File: src/rtl/issue_scheduler_pkg.sv
// Shared definitions for the dual-issue scheduler.
//   REG_W          : architectural register index width
//   cls_e          : instruction class encoding as delivered by decode
//   unit_e         : execute unit identifiers (A = ALU/branch, B = ALU/mem)
//   norm_cls()     : folds the reserved class encoding onto ALU
package issue_scheduler_pkg;

  localparam int REG_W = 5;

  typedef enum logic [1:0] {
    CLS_ALU = 2'd0,
    CLS_BR  = 2'd1,
    CLS_MEM = 2'd2,
    CLS_RSV = 2'd3
  } cls_e;

  typedef enum logic {
    UNIT_A = 1'b0,
    UNIT_B = 1'b1
  } unit_e;

  // The reserved encoding behaves exactly like a plain ALU op.
  function automatic cls_e norm_cls(input logic [1:0] raw);
    return (raw == 2'd3) ? CLS_ALU : cls_e'(raw);
  endfunction

endpackage

File: src/rtl/issue_scheduler_if.sv
// Decode-to-execute bundle of the issue scheduler.
//   master : decode/execute environment (drives slots, stop, flush)
//   slave  : the scheduler (drives in_ready, launch outputs, hold_valid)
// Per slot N (1,2): valid, rs1, rs2, rd, we, cls, lat, payload.
interface issue_scheduler_if #(
  parameter int LAT_W = 3,
  parameter int PW    = 96
);
  import issue_scheduler_pkg::*;

  logic             stop;
  logic             flush;

  logic             in1_valid;
  logic [REG_W-1:0] in1_rs1;
  logic [REG_W-1:0] in1_rs2;
  logic [REG_W-1:0] in1_rd;
  logic             in1_we;
  logic [1:0]       in1_cls;
  logic [LAT_W-1:0] in1_lat;
  logic [PW-1:0]    in1_payload;

  logic             in2_valid;
  logic [REG_W-1:0] in2_rs1;
  logic [REG_W-1:0] in2_rs2;
  logic [REG_W-1:0] in2_rd;
  logic             in2_we;
  logic [1:0]       in2_cls;
  logic [LAT_W-1:0] in2_lat;
  logic [PW-1:0]    in2_payload;

  logic             in_ready;
  logic             ex_a_valid;
  logic [PW-1:0]    ex_a_payload;
  logic             ex_b_valid;
  logic [PW-1:0]    ex_b_payload;
  logic             hold_valid;

  modport master (
    output stop, flush,
    output in1_valid, in1_rs1, in1_rs2, in1_rd, in1_we, in1_cls, in1_lat, in1_payload,
    output in2_valid, in2_rs1, in2_rs2, in2_rd, in2_we, in2_cls, in2_lat, in2_payload,
    input  in_ready, ex_a_valid, ex_a_payload, ex_b_valid, ex_b_payload, hold_valid
  );

  modport slave (
    input  stop, flush,
    input  in1_valid, in1_rs1, in1_rs2, in1_rd, in1_we, in1_cls, in1_lat, in1_payload,
    input  in2_valid, in2_rs1, in2_rs2, in2_rd, in2_we, in2_cls, in2_lat, in2_payload,
    output in_ready, ex_a_valid, ex_a_payload, ex_b_valid, ex_b_payload, hold_valid
  );

endinterface

File: src/rtl/issue_scheduler_reg_scoreboard.sv
// Latency-countdown register scoreboard.
//   clk, rst_n : clock, async active-low reset (all counters cleared)
//   en         : advance state this cycle (low = freeze)
//   ld_*       : two load ports, cnt[addr] <= lat-1 (load beats decrement)
//   rd_addr    : NRD lookup addresses, rd_busy[i] = cnt[rd_addr[i]] != 0
// x0 is never reported busy.
module reg_scoreboard
  import issue_scheduler_pkg::*;
#(
  parameter int NREG  = 32,
  parameter int LAT_W = 3,
  parameter int NRD   = 6
) (
  input  logic                        clk,
  input  logic                        rst_n,
  input  logic                        en,
  input  logic [1:0]                  ld_valid,
  input  logic [1:0][REG_W-1:0]       ld_addr,
  input  logic [1:0][LAT_W-1:0]       ld_lat,
  input  logic [NRD-1:0][REG_W-1:0]   rd_addr,
  output logic [NRD-1:0]              rd_busy
);

  logic [LAT_W-1:0] cnt_q [NREG];

  // NOTE: this array is functional state (a stale count stalls issue), so it
  // is reset like any other register rather than left as uninitialised RAM.
  always_ff @(posedge clk or negedge rst_n) begin
    if (!rst_n) begin
      for (int r = 0; r < NREG; r++) cnt_q[r] <= '0;
    end else if (en) begin
      for (int r = 0; r < NREG; r++) begin
        if (ld_valid[0] && ld_addr[0] == REG_W'(r))
          cnt_q[r] <= ld_lat[0] - LAT_W'(1);
        else if (ld_valid[1] && ld_addr[1] == REG_W'(r))
          cnt_q[r] <= ld_lat[1] - LAT_W'(1);
        else if (cnt_q[r] != '0)
          cnt_q[r] <= cnt_q[r] - LAT_W'(1);
      end
    end
  end

  always_comb begin
    for (int i = 0; i < NRD; i++)
      rd_busy[i] = (rd_addr[i] != '0) && (cnt_q[rd_addr[i]] != '0);
  end

endmodule

File: src/rtl/issue_scheduler.sv
// In-order dual-issue scheduler: picks which decoded slots launch this cycle
// and onto which execute unit, parking a blocked slot-2 op in a one-entry
// hold buffer. Launch outputs are registered.
//   clk, rst_n : clock, async active-low reset
//   io (slave) : decode slots, stop/flush, in_ready, unit A/B launch, hold_valid
module issue_scheduler
  import issue_scheduler_pkg::*;
#(
  parameter int NREG  = 32,
  parameter int LAT_W = 3,
  parameter int PW    = 96
) (
  input logic              clk,
  input logic              rst_n,
  issue_scheduler_if.slave io
);

  typedef struct packed {
    logic             valid;
    logic [REG_W-1:0] rs1;
    logic [REG_W-1:0] rs2;
    logic [REG_W-1:0] rd;
    logic             we;
    cls_e             cls;
    logic [LAT_W-1:0] lat;
    logic [PW-1:0]    payload;
  } slot_t;

  slot_t         s1, s2, hold_q;
  logic          hold_valid_q;
  logic          ex_a_valid_q, ex_b_valid_q;
  logic [PW-1:0] ex_a_payload_q, ex_b_payload_q;

  logic          s1_go, s2_go, s2_unit_ok, raw, waw;
  unit_e         s1_unit, s2_unit;
  logic          a_go, b_go;
  logic [PW-1:0] a_payload, b_payload;
  logic          sb_en;
  logic [5:0]    busy;

  // Candidate slots: a held op has priority and issues alone.
  // NOTE: every variable is given a value before any branch so that no path
  // leaves it unassigned, which would otherwise infer a latch.
  always_comb begin
    s1         = '0;
    s1.valid   = io.in1_valid;
    s1.rs1     = io.in1_rs1;
    s1.rs2     = io.in1_rs2;
    s1.rd      = io.in1_rd;
    s1.we      = io.in1_we;
    s1.cls     = norm_cls(io.in1_cls);
    s1.lat     = io.in1_lat;
    s1.payload = io.in1_payload;
    if (hold_valid_q) s1 = hold_q;

    s2         = '0;
    s2.valid   = !hold_valid_q && io.in1_valid && io.in2_valid;
    s2.rs1     = io.in2_rs1;
    s2.rs2     = io.in2_rs2;
    s2.rd      = io.in2_rd;
    s2.we      = io.in2_we;
    s2.cls     = norm_cls(io.in2_cls);
    s2.lat     = io.in2_lat;
    s2.payload = io.in2_payload;
  end

  // Lookups 0..2 serve slot 1 (rs1, rs2, rd), 3..5 serve slot 2.
  assign sb_en = !io.stop || io.flush;

  reg_scoreboard #(.NREG(NREG), .LAT_W(LAT_W), .NRD(6)) u_scoreboard (
    .clk      (clk),
    .rst_n    (rst_n),
    .en       (sb_en),
    .ld_valid ({s2_go && s2.we && s2.rd != '0, s1_go && s1.we && s1.rd != '0}),
    .ld_addr  ({s2.rd, s1.rd}),
    .ld_lat   ({s2.lat, s1.lat}),
    .rd_addr  ({s2.rd, s2.rs2, s2.rs1, s1.rd, s1.rs2, s1.rs1}),
    .rd_busy  (busy)
  );

  always_comb begin
    // ALU in slot 1 yields unit A when slot 2 is a branch that needs it.
    case (s1.cls)
      CLS_BR:  s1_unit = UNIT_A;
      CLS_MEM: s1_unit = UNIT_B;
      default: s1_unit = (s2.valid && s2.cls == CLS_BR) ? UNIT_B : UNIT_A;
    endcase
    s2_unit = (s1_unit == UNIT_A) ? UNIT_B : UNIT_A;

    case (s2.cls)
      CLS_BR:  s2_unit_ok = (s2_unit == UNIT_A);
      CLS_MEM: s2_unit_ok = (s2_unit == UNIT_B);
      default: s2_unit_ok = 1'b1;
    endcase

    raw = s1.we && s1.rd != '0 && (s2.rs1 == s1.rd || s2.rs2 == s1.rd);
    waw = s1.we && s2.we && s1.rd == s2.rd;

    s1_go = s1.valid && !io.stop && !io.flush &&
            !busy[0] && !busy[1] && !(s1.we && busy[2]);
    s2_go = s1_go && s2.valid && s2_unit_ok && !raw && !waw &&
            !busy[3] && !busy[4] && !(s2.we && busy[5]);

    a_go      = (s1_go && s1_unit == UNIT_A) || (s2_go && s2_unit == UNIT_A);
    b_go      = (s1_go && s1_unit == UNIT_B) || (s2_go && s2_unit == UNIT_B);
    a_payload = (s1_go && s1_unit == UNIT_A) ? s1.payload : s2.payload;
    b_payload = (s1_go && s1_unit == UNIT_B) ? s1.payload : s2.payload;
  end

  // NOTE: state registers use non-blocking assignment so every flop samples
  // pre-edge values regardless of statement order.
  always_ff @(posedge clk or negedge rst_n) begin
    if (!rst_n) begin
      ex_a_valid_q   <= 1'b0;
      ex_b_valid_q   <= 1'b0;
      ex_a_payload_q <= '0;
      ex_b_payload_q <= '0;
      hold_valid_q   <= 1'b0;
      hold_q         <= '0;
    end else if (io.flush) begin
      ex_a_valid_q <= 1'b0;
      ex_b_valid_q <= 1'b0;
      hold_valid_q <= 1'b0;
    end else if (!io.stop) begin
      ex_a_valid_q <= a_go;
      ex_b_valid_q <= b_go;
      if (a_go) ex_a_payload_q <= a_payload;
      if (b_go) ex_b_payload_q <= b_payload;
      if (hold_valid_q) begin
        if (s1_go) hold_valid_q <= 1'b0;
      end else if (s1_go && s2.valid && !s2_go) begin
        hold_valid_q <= 1'b1;
        hold_q       <= s2;
      end
    end
  end

  assign io.in_ready     = !hold_valid_q && s1_go;
  assign io.ex_a_valid   = ex_a_valid_q;
  assign io.ex_a_payload = ex_a_payload_q;
  assign io.ex_b_valid   = ex_b_valid_q;
  assign io.ex_b_payload = ex_b_payload_q;
  assign io.hold_valid   = hold_valid_q;

endmodule

File: src/flat_wrapper.sv
// flat-port wrapper written by rule: the top's interface ports become plain ports
module issue_scheduler_flat import issue_scheduler_pkg::*;
#(
  parameter int NREG  = 32,
  parameter int LAT_W = 3,
  parameter int PW    = 96
)
  (clk, rst_n, io_stop, io_flush, io_in1_valid, io_in1_rs1, io_in1_rs2, io_in1_rd, io_in1_we, io_in1_cls, io_in1_lat, io_in1_payload, io_in2_valid, io_in2_rs1, io_in2_rs2, io_in2_rd, io_in2_we, io_in2_cls, io_in2_lat, io_in2_payload, io_in_ready, io_ex_a_valid, io_ex_a_payload, io_ex_b_valid, io_ex_b_payload, io_hold_valid);
  issue_scheduler_if #(.LAT_W(LAT_W), .PW(PW)) io_i ();
  input logic clk;
  input logic rst_n;
  input wire logic [$bits(io_i.stop)-1:0] io_stop;
  input wire logic [$bits(io_i.flush)-1:0] io_flush;
  input wire logic [$bits(io_i.in1_valid)-1:0] io_in1_valid;
  input wire logic [$bits(io_i.in1_rs1)-1:0] io_in1_rs1;
  input wire logic [$bits(io_i.in1_rs2)-1:0] io_in1_rs2;
  input wire logic [$bits(io_i.in1_rd)-1:0] io_in1_rd;
  input wire logic [$bits(io_i.in1_we)-1:0] io_in1_we;
  input wire logic [$bits(io_i.in1_cls)-1:0] io_in1_cls;
  input wire logic [$bits(io_i.in1_lat)-1:0] io_in1_lat;
  input wire logic [$bits(io_i.in1_payload)-1:0] io_in1_payload;
  input wire logic [$bits(io_i.in2_valid)-1:0] io_in2_valid;
  input wire logic [$bits(io_i.in2_rs1)-1:0] io_in2_rs1;
  input wire logic [$bits(io_i.in2_rs2)-1:0] io_in2_rs2;
  input wire logic [$bits(io_i.in2_rd)-1:0] io_in2_rd;
  input wire logic [$bits(io_i.in2_we)-1:0] io_in2_we;
  input wire logic [$bits(io_i.in2_cls)-1:0] io_in2_cls;
  input wire logic [$bits(io_i.in2_lat)-1:0] io_in2_lat;
  input wire logic [$bits(io_i.in2_payload)-1:0] io_in2_payload;
  output wire logic [$bits(io_i.in_ready)-1:0] io_in_ready;
  output wire logic [$bits(io_i.ex_a_valid)-1:0] io_ex_a_valid;
  output wire logic [$bits(io_i.ex_a_payload)-1:0] io_ex_a_payload;
  output wire logic [$bits(io_i.ex_b_valid)-1:0] io_ex_b_valid;
  output wire logic [$bits(io_i.ex_b_payload)-1:0] io_ex_b_payload;
  output wire logic [$bits(io_i.hold_valid)-1:0] io_hold_valid;
  assign io_i.stop = io_stop;
  assign io_i.flush = io_flush;
  assign io_i.in1_valid = io_in1_valid;
  assign io_i.in1_rs1 = io_in1_rs1;
  assign io_i.in1_rs2 = io_in1_rs2;
  assign io_i.in1_rd = io_in1_rd;
  assign io_i.in1_we = io_in1_we;
  assign io_i.in1_cls = io_in1_cls;
  assign io_i.in1_lat = io_in1_lat;
  assign io_i.in1_payload = io_in1_payload;
  assign io_i.in2_valid = io_in2_valid;
  assign io_i.in2_rs1 = io_in2_rs1;
  assign io_i.in2_rs2 = io_in2_rs2;
  assign io_i.in2_rd = io_in2_rd;
  assign io_i.in2_we = io_in2_we;
  assign io_i.in2_cls = io_in2_cls;
  assign io_i.in2_lat = io_in2_lat;
  assign io_i.in2_payload = io_in2_payload;
  assign io_in_ready = io_i.in_ready;
  assign io_ex_a_valid = io_i.ex_a_valid;
  assign io_ex_a_payload = io_i.ex_a_payload;
  assign io_ex_b_valid = io_i.ex_b_valid;
  assign io_ex_b_payload = io_i.ex_b_payload;
  assign io_hold_valid = io_i.hold_valid;
  issue_scheduler #(.NREG(NREG), .LAT_W(LAT_W), .PW(PW)) u_core (.clk(clk), .rst_n(rst_n), .io(io_i));
endmodule
File: config.mk
export PLATFORM = sky130hd
export DESIGN_NAME = issue_scheduler_flat
export DESIGN_NICKNAME = d
export VERILOG_FILES = /design/src/rtl/issue_scheduler_pkg.sv /design/src/rtl/issue_scheduler_if.sv /design/src/rtl/issue_scheduler_reg_scoreboard.sv /design/src/rtl/issue_scheduler.sv /design/src/flat_wrapper.sv
export SDC_FILE = /design/constraint.sdc
export NUM_CORES = 1
export LEC_CHECK = 0
export ABC_AREA = 1
export CORE_MARGIN = 2
export CORE_UTILIZATION = 52
export CTS_CLUSTER_SIZE = 14
export DETAILED_ROUTE_END_ITERATION = 8
export GPL_TIMING_DRIVEN = 0
export PLACE_DENSITY_LB_ADDON = 0.08
export SETUP_SLACK_MARGIN = 0.4
export SYNTH_ARGS = -nofsm -noshare
export SYNTH_HDL_FRONTEND = slang
export SYNTH_SLANG_ARGS = --single-unit
File: constraint.sdc
create_clock -name clk -period 5.9 [get_ports clk]
set_input_delay 1.18 -clock clk [delete_from_list [all_inputs] [get_ports clk]]
set_output_delay 1.18 -clock clk [all_outputs]
set_load 0.02 [all_outputs]
==> flow_summary.json <==
{
  "status": "completed",
  "die_h_um": 234,
  "layout.nets": 4939,
  "vias": 31400,
  "dp_cells": 5269,
  "drt-total-wl_um": 126000,
  "die-area_um2": 54800,
  "start_util": 0.525,
  "crit_top_cell": "nand2_1",
  "crit_arrival_ps": 5940,
  "gr-usage-met2": 0.713,
  "grt.busiest_layer": "met2",
  "setup_ws_ps": 514,
  "post_dp_cell_area_um2": 32800,
  "port_buffers": 433,
  "numCtsBuffers": 47,
  "slew_headroom": 0.164,
  "ioPinCount": 436,
  "crit_slowest_cell": "clkdlybuf4s15_1",
  "r2r_start": "u_core.io.hold_valid",
  "finalHoldViolCount": 0,
  "drtIter0Drc": 3979,
  "track_usage": 0.453,
  "r2r_slack_ps": 510,
  "finalClockSkew_ps": 15.4,
  "syn_inst": 4145,
  "finalSetupViolCount": 0,
  "ir_worst_vdd_mv": 0.335,
  "grt_use_met1": 0.522,
  "cts_buffer_depth": 3,
  "grt_overflow": 0,
  "seq_area_frac_synth": 0.372,
  "grt_pass1_wl_um": 184000,
  "antenna_found_initial": 20,
  "die_x_um": 234,
  "dp_slack_ps": -46.4,
  "cp_cell_sequence": "buf_6, inv_2, buf_6, buf_8, clkbuf_2, or2_2, o21ai_4, clkbuf_2, ha_1, xor2_1, clkbuf_1, clkdlybuf4s15_1, nand4_1, nand2_1, nand2_1, nand2_1",
  "postCtsSetupRepairBufs": 0,
  "synth_nets": 4454,
  "fin_setup_tns_ps": 0,
  "grt_max_degree": 127,
  "tightest_slew_ps": 1240,
  "syn2layout_area_growth_pct": 25.5,
  "antenna_left": 0,
  "gr-usage-met3": 0.109,
  "ys_ff_latch": 409,
  "drtPass1Iterations": 7,
  "stdcell_count": 5374,
  "drc": 0,
  "max_stage_delay_ps": 900,
  "timing.fmax_ghz": 0.186,
  "final_layout_size_suffix_gt1_frac": 0.0568,
  "worstPathMaxFanout": 10,
  "routabilityCongestion": 1.15,
  "leakagePower_nw": 17.6,
  "clkTransAtPathRegs_ps": 60,
  "cts_max_level": 2,
  "crit_start": "u_core.io.hold_valid",
  "p_per_area_nw_per_um2": 381,
  "wl_per_cell_um": 23.4,
  "clkSinkCount": 409,
  "hp-class": "register to register",
  "cts_tree": "yes",
  "fill_cells": 4667,
  "slew_viol_final": 0,
  "max-cap-violations": 0,
  "rsz0062_at_grt": "no",
  "worstSetupPathType": "register to register",
  "min_period_over_period": 0.913,
  "row_count": 84,
  "start_kind": "register",
  "hpwl_um": 95500,
  "hp-start": "u_core.hold_q[81]",
  "vias_per_cell": 5.85,
  "grt_pass1_vias": 29500,
  "end_kind": "register",
  "clock_latency_ps": 610,
  "cts_root_buffer": "clkbuf_16",
  "avgSynthCellArea_um2": 6.64,
  "required_ps": 6450,
  "synth_area_um2": 27500,
  "yosys_warnings": 0,
  "fin_crit_ps": 5390,
  "core-area_um2": 52400,
  "p_total_w": 0.0132,
  "stdcell_area_um2": 34500,
  "yosysUniqueCellTypes": 49
}
final cells by class:
class                           instances  area [µm²]  area share
Antenna cell                           21        52.6     0.00152
Clock buffer                           70        1430      0.0415
Tap cell                              688         861      0.0249
Multi-Input combinational cell       3201       15000       0.433
Clock inverter                         14         216     0.00627
Buffer                                213        1140      0.0331
Inverter                              322        1210      0.0350
Sequential cell                       409       10200       0.296
Timing Repair Buffer                  436        4420       0.128
cell families after synthesis:
logic type / share of synthesized area
buffers and inverters: 0.0848
XOR/XNOR: 0.0124
adder cells (fa/ha/maj): 0.0314
multiplexers: 0.0258
flip-flops: 0.372
AO/OA/AOI/OAI: 0.0956
AND/OR/NAND/NOR: 0.378
critical path, delay by kind of cell, from the launching register on:
kind | cells | cell delay [ps]
flip-flops | 1 | 380
AND/OR/NAND/NOR | 5 | 1160
AO/OA/AOI/OAI | 1 | 250
adder cells (fa/ha/maj) | 1 | 240
buffers and inverters | 8 | 3090
XOR/XNOR | 1 | 170
power breakdown:
| part | switching (W) | internal, W |
|---|---|---|
| logic | 0.00365 | 0.00219 |
| registers | 0.000600 | 0.00358 |
| clock network | 0.00128 | 0.00186 |
metal layers:
metal / share of wire / vias up
li1: - / 14200
met1: 0.35 / 14500
met2: 0.44 / 2020
met3: 0.11 / 633
met4: 0.098 / 2
met5: 0.000064 / -
cell usage after synthesis (all sizes together):
| cell type | n | share of area |
|---|---|---|
| o22ai | 3 | 0.00068 |
| and2 | 1 | 0.00032 |
| buf | 128 | 0.029 |
| nand3 | 342 | 0.063 |
| nand4 | 83 | 0.019 |
| a22o | 1 | 0.00032 |
| inv | 309 | 0.042 |
| a31oi | 3 | 0.0012 |
| nor2 | 393 | 0.056 |
| mux2i | 71 | 0.026 |
| o21ai | 461 | 0.085 |
| ha | 69 | 0.031 |
| o211ai | 3 | 0.00082 |
| or2 | 3 | 0.00068 |
| xnor2 | 1 | 0.00032 |
| clkbuf | 85 | 0.012 |
| a21oi | 37 | 0.0070 |
| dfrtp | 409 | 0.37 |
| clkinv | 13 | 0.0018 |
| and3 | 1 | 0.00027 |
| nand3b | 28 | 0.0076 |
| o21bai | 1 | 0.00027 |
| nand2 | 1653 | 0.23 |
| nor2b | 1 | 0.00023 |
| nor3 | 7 | 0.0020 |
| a41oi | 1 | 0.00032 |
| xor2 | 38 | 0.012 |
registers in the layout, summed over array words and instances, names as in the netlist:
register,flops
u_core.u_scoreboard.cnt_q,96
u_core.io.ex_a_valid,1
u_core.io.ex_a_payload,96
u_core.io.ex_b_payload,96
u_core.io.hold_valid,1
u_core.io.ex_b_valid,1
u_core.hold_q,118
through the flow:
stage / hold WS [ps] / utilization
global placement: 453 / 0.624
CTS: 472 / 0.657
global route: 485 / 0.659
floorplan: 439 / -
finish: 472 / 0.659
detailed placement: 457 / 0.625
placed cells by master (no fill, tap or decap), drive strengths merged, types with 3 or more instances in the layout:
master	instances
clkinv	21
mux2i	71
dfrtp	409
xor2	38
o22ai	3
diode	21
bufinv	4
or2	3
nor2	393
nor3	7
clkbuf	155
inv	310
o211ai	3
nand3	342
a31oi	3
nand4	83
buf	131
o21ai	461
nand2	1653
ha	69
clkdlybuf4s50	431
a21oi	37
nand3b	28
timing repair:
item | CTS | global route
cloned | 0 | 0
setup endpoints to repair | 15 | 94
pin swaps | 0 | 0
hold buffers | 0 | 0
gates resized for setup | 6 | 10
path summary, 6_finish.rpt:
check / end / depth (start not counted)
worst max-delay path: u_core.u_scoreboard.cnt_q[8] / 16
worst min-delay path: u_core.hold_q[81] / 2
worst max register to register: u_core.u_scoreboard.cnt_q[8] / 16
worst min register to register: u_core.hold_q[81] / 2
max in group asynchronous: u_core.io.ex_a_payload[30] / 2
min in group asynchronous: u_core.u_scoreboard.cnt_q[8] / 1
No activity file was read; power rests on OpenSTA's default activity.
